[src/rtl/inst_fetcher_pkg.sv]
// Shared definitions for the instruction fetcher: data width, opcodes, FSM encoding,
// queue entry layout and the jal target helper.
package inst_fetcher_pkg;

  localparam int XLEN = 32;

  localparam logic [6:0] OPCODE_JAL    = 7'b1101111;
  localparam logic [6:0] OPCODE_JALR   = 7'b1100111;
  localparam logic [6:0] OPCODE_BRANCH = 7'b1100011;

  typedef enum logic [1:0] {
    ST_IDLE = 2'd0,
    ST_WAIT = 2'd1,
    ST_DROP = 2'd2
  } fetch_state_t;

  typedef struct packed {
    logic [XLEN-1:0] pc;
    logic [XLEN-1:0] inst;
  } fetch_entry_t;

  // pc + sign-extended J-type immediate (imm[20:1] << 1)
  function automatic logic [XLEN-1:0] jal_target(input logic [XLEN-1:0] pc,
                                                 input logic [XLEN-1:0] inst);
    logic [XLEN-1:0] imm;
    imm = {{11{inst[31]}}, inst[31], inst[19:12], inst[20], inst[30:21], 1'b0};
    return pc + imm;
  endfunction

endpackage

[src/rtl/inst_fetcher_if.sv]
// Fetch-side bus: icache request/response, decoder handshake and redirect/flush inputs.
// master = the fetcher, slave = the icache/decoder/ROB environment.
interface inst_fetcher_if;
  import inst_fetcher_pkg::*;

  logic            ic_req_valid;
  logic [XLEN-1:0] ic_req_addr;
  logic            ic_resp_valid;
  logic [XLEN-1:0] ic_resp_inst;
  logic            dec_valid;
  logic [XLEN-1:0] dec_inst;
  logic [XLEN-1:0] dec_pc;
  logic            dec_accept;
  logic            dec_redirect;
  logic [XLEN-1:0] dec_redirect_addr;
  logic            rob_flush;
  logic [XLEN-1:0] rob_flush_addr;

  modport master (
    output ic_req_valid, ic_req_addr, dec_valid, dec_inst, dec_pc,
    input  ic_resp_valid, ic_resp_inst, dec_accept,
    input  dec_redirect, dec_redirect_addr, rob_flush, rob_flush_addr
  );

  modport slave (
    input  ic_req_valid, ic_req_addr, dec_valid, dec_inst, dec_pc,
    output ic_resp_valid, ic_resp_inst, dec_accept,
    output dec_redirect, dec_redirect_addr, rob_flush, rob_flush_addr
  );

endinterface

[src/rtl/inst_fetcher_fetch_queue.sv]
// In-order circular queue of {pc, inst} pairs with synchronous clear and
// simultaneous push/pop. DEPTH must be a power of two so the pointers wrap naturally.
module fetch_queue
  import inst_fetcher_pkg::*;
#(
  parameter int  DEPTH = 4,
  localparam int PTR_W = $clog2(DEPTH),
  localparam int CNT_W = PTR_W + 1
) (
  input  logic             clk,
  input  logic             rst,
  input  logic             clear,
  input  logic             push,
  input  fetch_entry_t     push_data,
  input  logic             pop,
  output fetch_entry_t     head_data,
  output logic [CNT_W-1:0] count
);

  localparam logic [PTR_W-1:0] PTR_ONE  = PTR_W'(1);
  localparam logic [CNT_W-1:0] CNT_ONE  = CNT_W'(1);
  localparam logic [CNT_W-1:0] CNT_FULL = CNT_W'(DEPTH);

  fetch_entry_t     mem_q [DEPTH];
  fetch_entry_t     mem_d [DEPTH];
  logic [PTR_W-1:0] head_q, head_d;
  logic [PTR_W-1:0] tail_q, tail_d;
  logic [CNT_W-1:0] count_q, count_d;
  logic             do_push_s;
  logic             do_pop_s;

  // Qualify push/pop: pop on empty and push on full are ignored.
  always_comb begin
    do_push_s = push && (count_q != CNT_FULL);
    do_pop_s  = pop && (count_q != {CNT_W{1'b0}});
  end

  // Next-state for storage, pointers and occupancy; clear dominates everything.
  always_comb begin
    mem_d   = mem_q;
    head_d  = head_q;
    tail_d  = tail_q;
    count_d = count_q;
    if (clear) begin
      head_d  = {PTR_W{1'b0}};
      tail_d  = {PTR_W{1'b0}};
      count_d = {CNT_W{1'b0}};
    end else begin
      if (do_push_s) begin
        mem_d[tail_q] = push_data;
        tail_d        = tail_q + PTR_ONE;
      end else begin
        tail_d = tail_q;
      end
      if (do_pop_s) begin
        head_d = head_q + PTR_ONE;
      end else begin
        head_d = head_q;
      end
      case ({do_push_s, do_pop_s})
        2'b10:   count_d = count_q + CNT_ONE;
        2'b01:   count_d = count_q - CNT_ONE;
        default: count_d = count_q;
      endcase
    end
  end

  // Queue state registers.
  always_ff @(posedge clk or posedge rst) begin
    if (rst) begin
      mem_q   <= '{default: '0};
      head_q  <= {PTR_W{1'b0}};
      tail_q  <= {PTR_W{1'b0}};
      count_q <= {CNT_W{1'b0}};
    end else begin
      mem_q   <= mem_d;
      head_q  <= head_d;
      tail_q  <= tail_d;
      count_q <= count_d;
    end
  end

  // Head is read straight out of storage; zero while empty.
  always_comb begin
    if (count_q != {CNT_W{1'b0}}) begin
      head_data = mem_q[head_q];
    end else begin
      head_data = '0;
    end
  end

  assign count = count_q;

endmodule

[src/rtl/inst_fetcher.sv]
// Fetch PC owner: issues icache word requests, queues {pc, inst} for the decoder and
// applies redirects/flushes. Define JAL_PREDICT_EN to follow jal targets at fetch time.
module inst_fetcher
  import inst_fetcher_pkg::*;
#(
  parameter int              QUEUE_DEPTH = 4,
  parameter logic [XLEN-1:0] RESET_PC    = 32'h0
) (
  input  logic                  clk,
  input  logic                  rst,
  input  logic                  rdy,
  inst_fetcher_if.master        bus
);

  localparam int               CNT_W    = $clog2(QUEUE_DEPTH) + 1;
  localparam logic [CNT_W-1:0] CNT_FULL = CNT_W'(QUEUE_DEPTH);

  fetch_state_t     state_q, state_d;
  logic [XLEN-1:0]  pc_q, pc_d;
  logic             run_q, run_d;
  logic             redirect_s;
  logic [XLEN-1:0]  target_s;
  logic [XLEN-1:0]  seq_pc_s;
  logic             req_s;
  logic             push_s;
  logic             pop_s;
  logic             clear_s;
  fetch_entry_t     push_data_s;
  fetch_entry_t     head_s;
  logic [CNT_W-1:0] count_s;

  // ROB flush outranks a decoder redirect; targets are halfword-aligned.
  always_comb begin
    redirect_s = bus.rob_flush || bus.dec_redirect;
    if (bus.rob_flush) begin
      target_s = {bus.rob_flush_addr[XLEN-1:1], 1'b0};
    end else begin
      target_s = {bus.dec_redirect_addr[XLEN-1:1], 1'b0};
    end
  end

  // PC to fetch after the instruction currently returning from the icache.
  always_comb begin
`ifdef JAL_PREDICT_EN
    if (bus.ic_resp_inst[6:0] == OPCODE_JAL) begin
      seq_pc_s = jal_target(pc_q, bus.ic_resp_inst);
    end else begin
      seq_pc_s = pc_q + 32'd4;
    end
`else
    seq_pc_s = pc_q + 32'd4;
`endif
  end

  // Fetch FSM: one outstanding request; DROP swallows the response of a redirected fetch.
  always_comb begin
    state_d = state_q;
    pc_d    = pc_q;
    run_d   = 1'b1;
    req_s   = 1'b0;
    push_s  = 1'b0;
    clear_s = 1'b0;
    if (rdy) begin
      case (state_q)
        ST_IDLE: begin
          if (redirect_s) begin
            clear_s = 1'b1;
            pc_d    = target_s;
          end else if (run_q && (count_s < CNT_FULL)) begin
            req_s   = 1'b1;
            state_d = ST_WAIT;
          end else begin
            state_d = ST_IDLE;
          end
        end
        ST_WAIT: begin
          if (redirect_s) begin
            clear_s = 1'b1;
            pc_d    = target_s;
            state_d = bus.ic_resp_valid ? ST_IDLE : ST_DROP;
          end else if (bus.ic_resp_valid) begin
            push_s  = 1'b1;
            pc_d    = seq_pc_s;
            state_d = ST_IDLE;
          end else begin
            state_d = ST_WAIT;
          end
        end
        ST_DROP: begin
          if (redirect_s) begin
            clear_s = 1'b1;
            pc_d    = target_s;
          end else begin
            pc_d = pc_q;
          end
          if (bus.ic_resp_valid) begin
            state_d = ST_IDLE;
          end else begin
            state_d = ST_DROP;
          end
        end
        default: begin
          state_d = ST_IDLE;
        end
      endcase
    end else begin
      run_d = run_q;
    end
  end

  // FSM, PC and the post-reset issue enable.
  always_ff @(posedge clk or posedge rst) begin
    if (rst) begin
      state_q <= ST_IDLE;
      pc_q    <= RESET_PC;
      run_q   <= 1'b0;
    end else begin
      state_q <= state_d;
      pc_q    <= pc_d;
      run_q   <= run_d;
    end
  end

  // Decoder pop; a same-cycle redirect still clears the queue, the clear wins.
  always_comb begin
    pop_s       = rdy && bus.dec_accept;
    push_data_s = '{pc: pc_q, inst: bus.ic_resp_inst};
  end

  fetch_queue #(
    .DEPTH (QUEUE_DEPTH)
  ) u_queue (
    .clk       (clk),
    .rst       (rst),
    .clear     (clear_s),
    .push      (push_s),
    .push_data (push_data_s),
    .pop       (pop_s),
    .head_data (head_s),
    .count     (count_s)
  );

  assign bus.ic_req_valid = req_s;
  assign bus.ic_req_addr  = req_s ? pc_q : {XLEN{1'b0}};
  assign bus.dec_valid    = (count_s != {CNT_W{1'b0}});
  assign bus.dec_inst     = head_s.inst;
  assign bus.dec_pc       = head_s.pc;

endmodule

[src/flat_wrapper.sv]
// flat-port wrapper written by rule: the top's interface ports become plain ports
module inst_fetcher_flat import inst_fetcher_pkg::*;
#(
  parameter int              QUEUE_DEPTH = 4,
  parameter logic [XLEN-1:0] RESET_PC    = 32'h0
)
  (clk, rst, rdy, bus_ic_req_valid, bus_ic_req_addr, bus_dec_valid, bus_dec_inst, bus_dec_pc, bus_ic_resp_valid, bus_ic_resp_inst, bus_dec_accept, bus_dec_redirect, bus_dec_redirect_addr, bus_rob_flush, bus_rob_flush_addr);
  inst_fetcher_if bus_i ();
  input  logic clk;
  input  logic rst;
  input  logic rdy;
  output wire logic [$bits(bus_i.ic_req_valid)-1:0] bus_ic_req_valid;
  output wire logic [$bits(bus_i.ic_req_addr)-1:0] bus_ic_req_addr;
  output wire logic [$bits(bus_i.dec_valid)-1:0] bus_dec_valid;
  output wire logic [$bits(bus_i.dec_inst)-1:0] bus_dec_inst;
  output wire logic [$bits(bus_i.dec_pc)-1:0] bus_dec_pc;
  input wire logic [$bits(bus_i.ic_resp_valid)-1:0] bus_ic_resp_valid;
  input wire logic [$bits(bus_i.ic_resp_inst)-1:0] bus_ic_resp_inst;
  input wire logic [$bits(bus_i.dec_accept)-1:0] bus_dec_accept;
  input wire logic [$bits(bus_i.dec_redirect)-1:0] bus_dec_redirect;
  input wire logic [$bits(bus_i.dec_redirect_addr)-1:0] bus_dec_redirect_addr;
  input wire logic [$bits(bus_i.rob_flush)-1:0] bus_rob_flush;
  input wire logic [$bits(bus_i.rob_flush_addr)-1:0] bus_rob_flush_addr;
  assign bus_ic_req_valid = bus_i.ic_req_valid;
  assign bus_ic_req_addr = bus_i.ic_req_addr;
  assign bus_dec_valid = bus_i.dec_valid;
  assign bus_dec_inst = bus_i.dec_inst;
  assign bus_dec_pc = bus_i.dec_pc;
  assign bus_i.ic_resp_valid = bus_ic_resp_valid;
  assign bus_i.ic_resp_inst = bus_ic_resp_inst;
  assign bus_i.dec_accept = bus_dec_accept;
  assign bus_i.dec_redirect = bus_dec_redirect;
  assign bus_i.dec_redirect_addr = bus_dec_redirect_addr;
  assign bus_i.rob_flush = bus_rob_flush;
  assign bus_i.rob_flush_addr = bus_rob_flush_addr;
  inst_fetcher #(.QUEUE_DEPTH(QUEUE_DEPTH), .RESET_PC(RESET_PC)) u_core (.clk(clk), .rst(rst), .rdy(rdy), .bus(bus_i));
endmodule
[config.mk]
export PLATFORM = sky130hd
export DESIGN_NAME = inst_fetcher_flat
export DESIGN_NICKNAME = d
export VERILOG_FILES = /design/src/rtl/inst_fetcher_pkg.sv /design/src/rtl/inst_fetcher_if.sv /design/src/rtl/inst_fetcher_fetch_queue.sv /design/src/rtl/inst_fetcher.sv /design/src/flat_wrapper.sv
export SDC_FILE = /design/constraint.sdc
export NUM_CORES = 1
export LEC_CHECK = 0
export CORE_MARGIN = 5
export CORE_UTILIZATION = 42
export DETAILED_ROUTE_END_ITERATION = 10
export PLACE_DENSITY_LB_ADDON = 0.12
export SYNTH_ARGS = -nofsm -noshare
export SYNTH_HDL_FRONTEND = slang
export SYNTH_SLANG_ARGS = --single-unit
[constraint.sdc]
create_clock -name clk -period 10.37 [get_ports clk]
set_clock_uncertainty 0.2 [all_clocks]
set_input_delay 1.037 -clock clk [delete_from_list [all_inputs] [get_ports clk]]
set_output_delay 1.037 -clock clk [all_outputs]
set_load 0.005 [all_outputs]
==> flow_summary.json <==
{
  "final-setup-viol-count": 0,
  "fmaxAchievable_ghz": 0.185,
  "synth_area_leader_cell": "sky130_fd_sc_hd__dfrtp_1",
  "postRouteWirelength_mm": 37.7,
  "synthesized_area_fraction_occupied_by_and_or_nand_nor_cells_pct": 9.72,
  "largest_family_of_logic_cells_by_synthesized_area": "multiplexers",
  "grt_setup_unrepaired": "false",
  "cts.clk_slew.worst_paths_ns": 0.06,
  "final_hold_viol_count": 0,
  "timing.hold.worst.start": "u_core.run_q",
  "pwr-share-clk_pct": 41.0,
  "cap_viol_max_count": 0,
  "crit_path_end_kind": "primary output",
  "grt_start_max_net_pins": 186,
  "min_period_over_period_pct": 52.2,
  "crit_type": "input port to primary output",
  "avgRoutedWirePerCell_um": 21.8,
  "internal-power_uw": 2190,
  "h_tree_depth": 2,
  "yosys.area_share.adder_pct": 0.646,
  "slew_of_the_pin_with_the_lowest_slew_margin_ns": 1.14,
  "layout_common_cells": "291 x sky130_fd_sc_hd__dfrtp_1, 256 x sky130_fd_sc_hd__mux2_2, 195 x sky130_fd_sc_hd__clkdlybuf4s50_1",
  "yosysWarnings": 0,
  "postPlaceCellArea_um2": 16900,
  "cts.path.max_buffers": 3,
  "grt_usage_pct": 19.5,
  "syn-instance-count": 1105,
  "p_per_area_nw_per_um2": 162,
  "n_antenna_cell": 0,
  "numClockSinks": 293,
  "power.share.sequential_pct": 46.4,
  "layout.cells.most_common": "sky130_fd_sc_hd__dfrtp_1",
  "cts_resized": 0,
  "wire_length_of_the_first_global_routing_pass_mm": 60.7,
  "layout.filler_cells": 3087,
  "worst-endpoint-arrival_ns": 4.17,
  "dieHeight_um": 197,
  "worst_hold_path_type": "flip-flop to flip-flop",
  "critPathLaunch": "rdy",
  "synth_edf_count": 0,
  "cts_made_buffers": 35,
  "async_flop_share_pct": 100,
  "first_iter_violations": 512,
  "drc": 0,
  "number_of_global_route_vias_before_repair": 10275,
  "fin_max_slew_vios": 0,
  "synth-compound-area-share_pct": 5.45,
  "maxSlewHeadroom_pct": 24.0,
  "synth_seq_cells": 293,
  "r2r_start": "u_core.u_queue.count[0]",
  "worst_setup_start_kind": "input port",
  "final.setup.tns_ns": 0,
  "dr_total_vias": 9638,
  "port_buffer_cells": 196,
  "p_leak_uw": 0.00809,
  "cts_post_setup_buffers_inserted": 0,
  "post_syn_area_um2": 14700,
  "clk-insertion-delay-late_ns": 0.50,
  "synth.lib_cells_used.distinct": 66,
  "antenna_violating_nets_post_route": 0,
  "overflow": 0,
  "max-vdd-ir-drop_mv": 0.102,
  "muxShareOfSynthArea_pct": 30.0,
  "grt_antenna_before_repair": 1,
  "num_rows": 68,
  "synthDominantCellAreaShare_pct": 49.8,
  "full_die_area_um2": 38900,
  "outcome": "finished clean",
  "cts_hold_buf": 0,
  "xor_and_xnor_fraction_of_the_mapped_netlist_area_pct": 0.238,
  "io_pins": 201,
  "core_um2": 34500,
  "drt_pre_antenna_iters": 5,
  "dpl.hpwl_mm": 23.1,
  "cts_root_buf": "sky130_fd_sc_hd__clkbuf_16",
  "yosys_most_used_dff": "sky130_fd_sc_hd__dfrtp_1",
  "worst_ep_required_time_ns": 9.13,
  "synthTopCellsByArea": "sky130_fd_sc_hd__dfrtp_1 50%, sky130_fd_sc_hd__mux2_2 20%, sky130_fd_sc_hd__mux4_2 9.6%",
  "post_layout_total_power_uw": 2910,
  "postSynthAreaPerCell_um2": 13.3,
  "stdcell_area_um2": 18000,
  "gpl.final_weighted_congestion": 0.797,
  "crit_fanout": 22,
  "netSwitchingPower_uw": 717,
  "via_per_inst": 5.56,
  "finalWorstPathRequiredPeriod_ns": 5.41,
  "drive_gt1_share_pct": 31.7,
  "share_comb_of_total_power_pct": 12.6,
  "layout-area-overhead-vs-synth_pct": 22.1,
  "number_of_nets_in_the_finished_design": 1364,
  "synth.yosys.seq_area_share_pct": 49.8,
  "clock_tree_from_tritoncts": "built",
  "die_wd_um": 197,
  "switching_share_pct": 24.7,
  "initial_core_util_pct": 42.6
}
Yosys cell counts, drive strengths merged (3+ instances only):
cell type  instances
dfrtp            293
mux2             256
and2              97
mux4              63
clkbuf            55
buf               43
nand2             30
a21oi             27
nor2              27
o21ai             20
nand3             17
nand4             15
mux2i             12
o211ai            11
inv               10
or3               10
a311oi             8
and3               8
and4               8
nand2b             8
ha                 6
a211oi             5
o22a               5
nor3               4
nor4               4
o221ai             4
o22ai              4
o311ai             4
or2                4
a22oi              3
nor3b              3
o31a               3
routing by layer:
| metal | GRT usage (%) | part of all wire, % |
|---|---|---|
| met3 | 4.01 | 5.6 |
| met2 | 31.9 | 48 |
| met5 | 0 | 0.019 |
| met4 | 3.95 | 1.6 |
| met1 | 27.4 | 45 |
state kept, by name (all words and copies together) (netlist names):
register,flops
u_core.u_queue.mem_q,252
u_core.pc_q,31
u_core.u_queue.count,3
u_core.state_q,2
u_core.u_queue.head_q,2
u_core.u_queue.tail_q,2
u_core.run_q,1
worst max-delay path, stage by stage:
cell	delay (ns)
sky130_fd_sc_hd__clkdlybuf4s50_1	0.62
sky130_fd_sc_hd__or4b_2	0.69
sky130_fd_sc_hd__nor4b_4	0.72
sky130_fd_sc_hd__buf_4	0.39
sky130_fd_sc_hd__and2_1	0.19
sky130_fd_sc_hd__clkdlybuf4s50_1	0.51
worst paths after layout:
| path | to | slack [ns] | cells after the start |
|---|---|---|---|
| min | u_core.run_q | 0.28 | 1 |
| min reg2reg | u_core.run_q | 0.28 | 1 |
| max in group asynchronous | u_core.u_queue.head_q[1] | 7.55 | 3 |
| max | bus_ic_req_addr[17] | 4.96 | 6 |
| max reg2reg | u_core.u_queue.count[2] | 6.94 | 8 |
| min in group asynchronous | u_core.u_queue.mem_q[21] | 0.90 | 2 |
power groups by stage:
stage               logic [uW]  clock network, uW  registers [uW]
finish                     366               1190            1350
CTS                        373               1230            1350
floorplan                  287                  0            1300
global route               404               1280            1370
global placement           364                  0            1370
detailed placement         370                  0            1370
cell families (layout without fill, tap and decap cells):
group,after synthesis,after routing
AO/OA/AOI/OAI,115,115
XOR/XNOR,4,4
adder cells (fa/ha/maj),7,7
buffers and inverters,108,281
flip-flops,293,293
multiplexers,331,331
other,1,2
AND/OR/NAND/NOR,246,246
final cells by class:
class	count	area [um2]	share of cell area, %
well taps	455	569	3.16
inverters	10	45.0	0.250
clock inverters	4	20.0	0.111
multi-input cells	705	6830	38.0
repair buffers	209	2070	11.5
flip-flops and latches	293	7340	40.8
clock buffers	58	1110	6.20
per-stage QoR:
step	util, %	hold slack [ns]	setup slack [ns]	instances
floorplan	-	0.227	1.04	1106
finish	52.1	0.275	4.96	1734
CTS	52.1	0.277	4.90	1734
detailed placement	48.8	0.255	4.91	1672
global route	52.1	0.299	4.78	1734
global placement	48.8	0.258	4.97	1672
No activity file was read; power rests on OpenSTA's default activity.
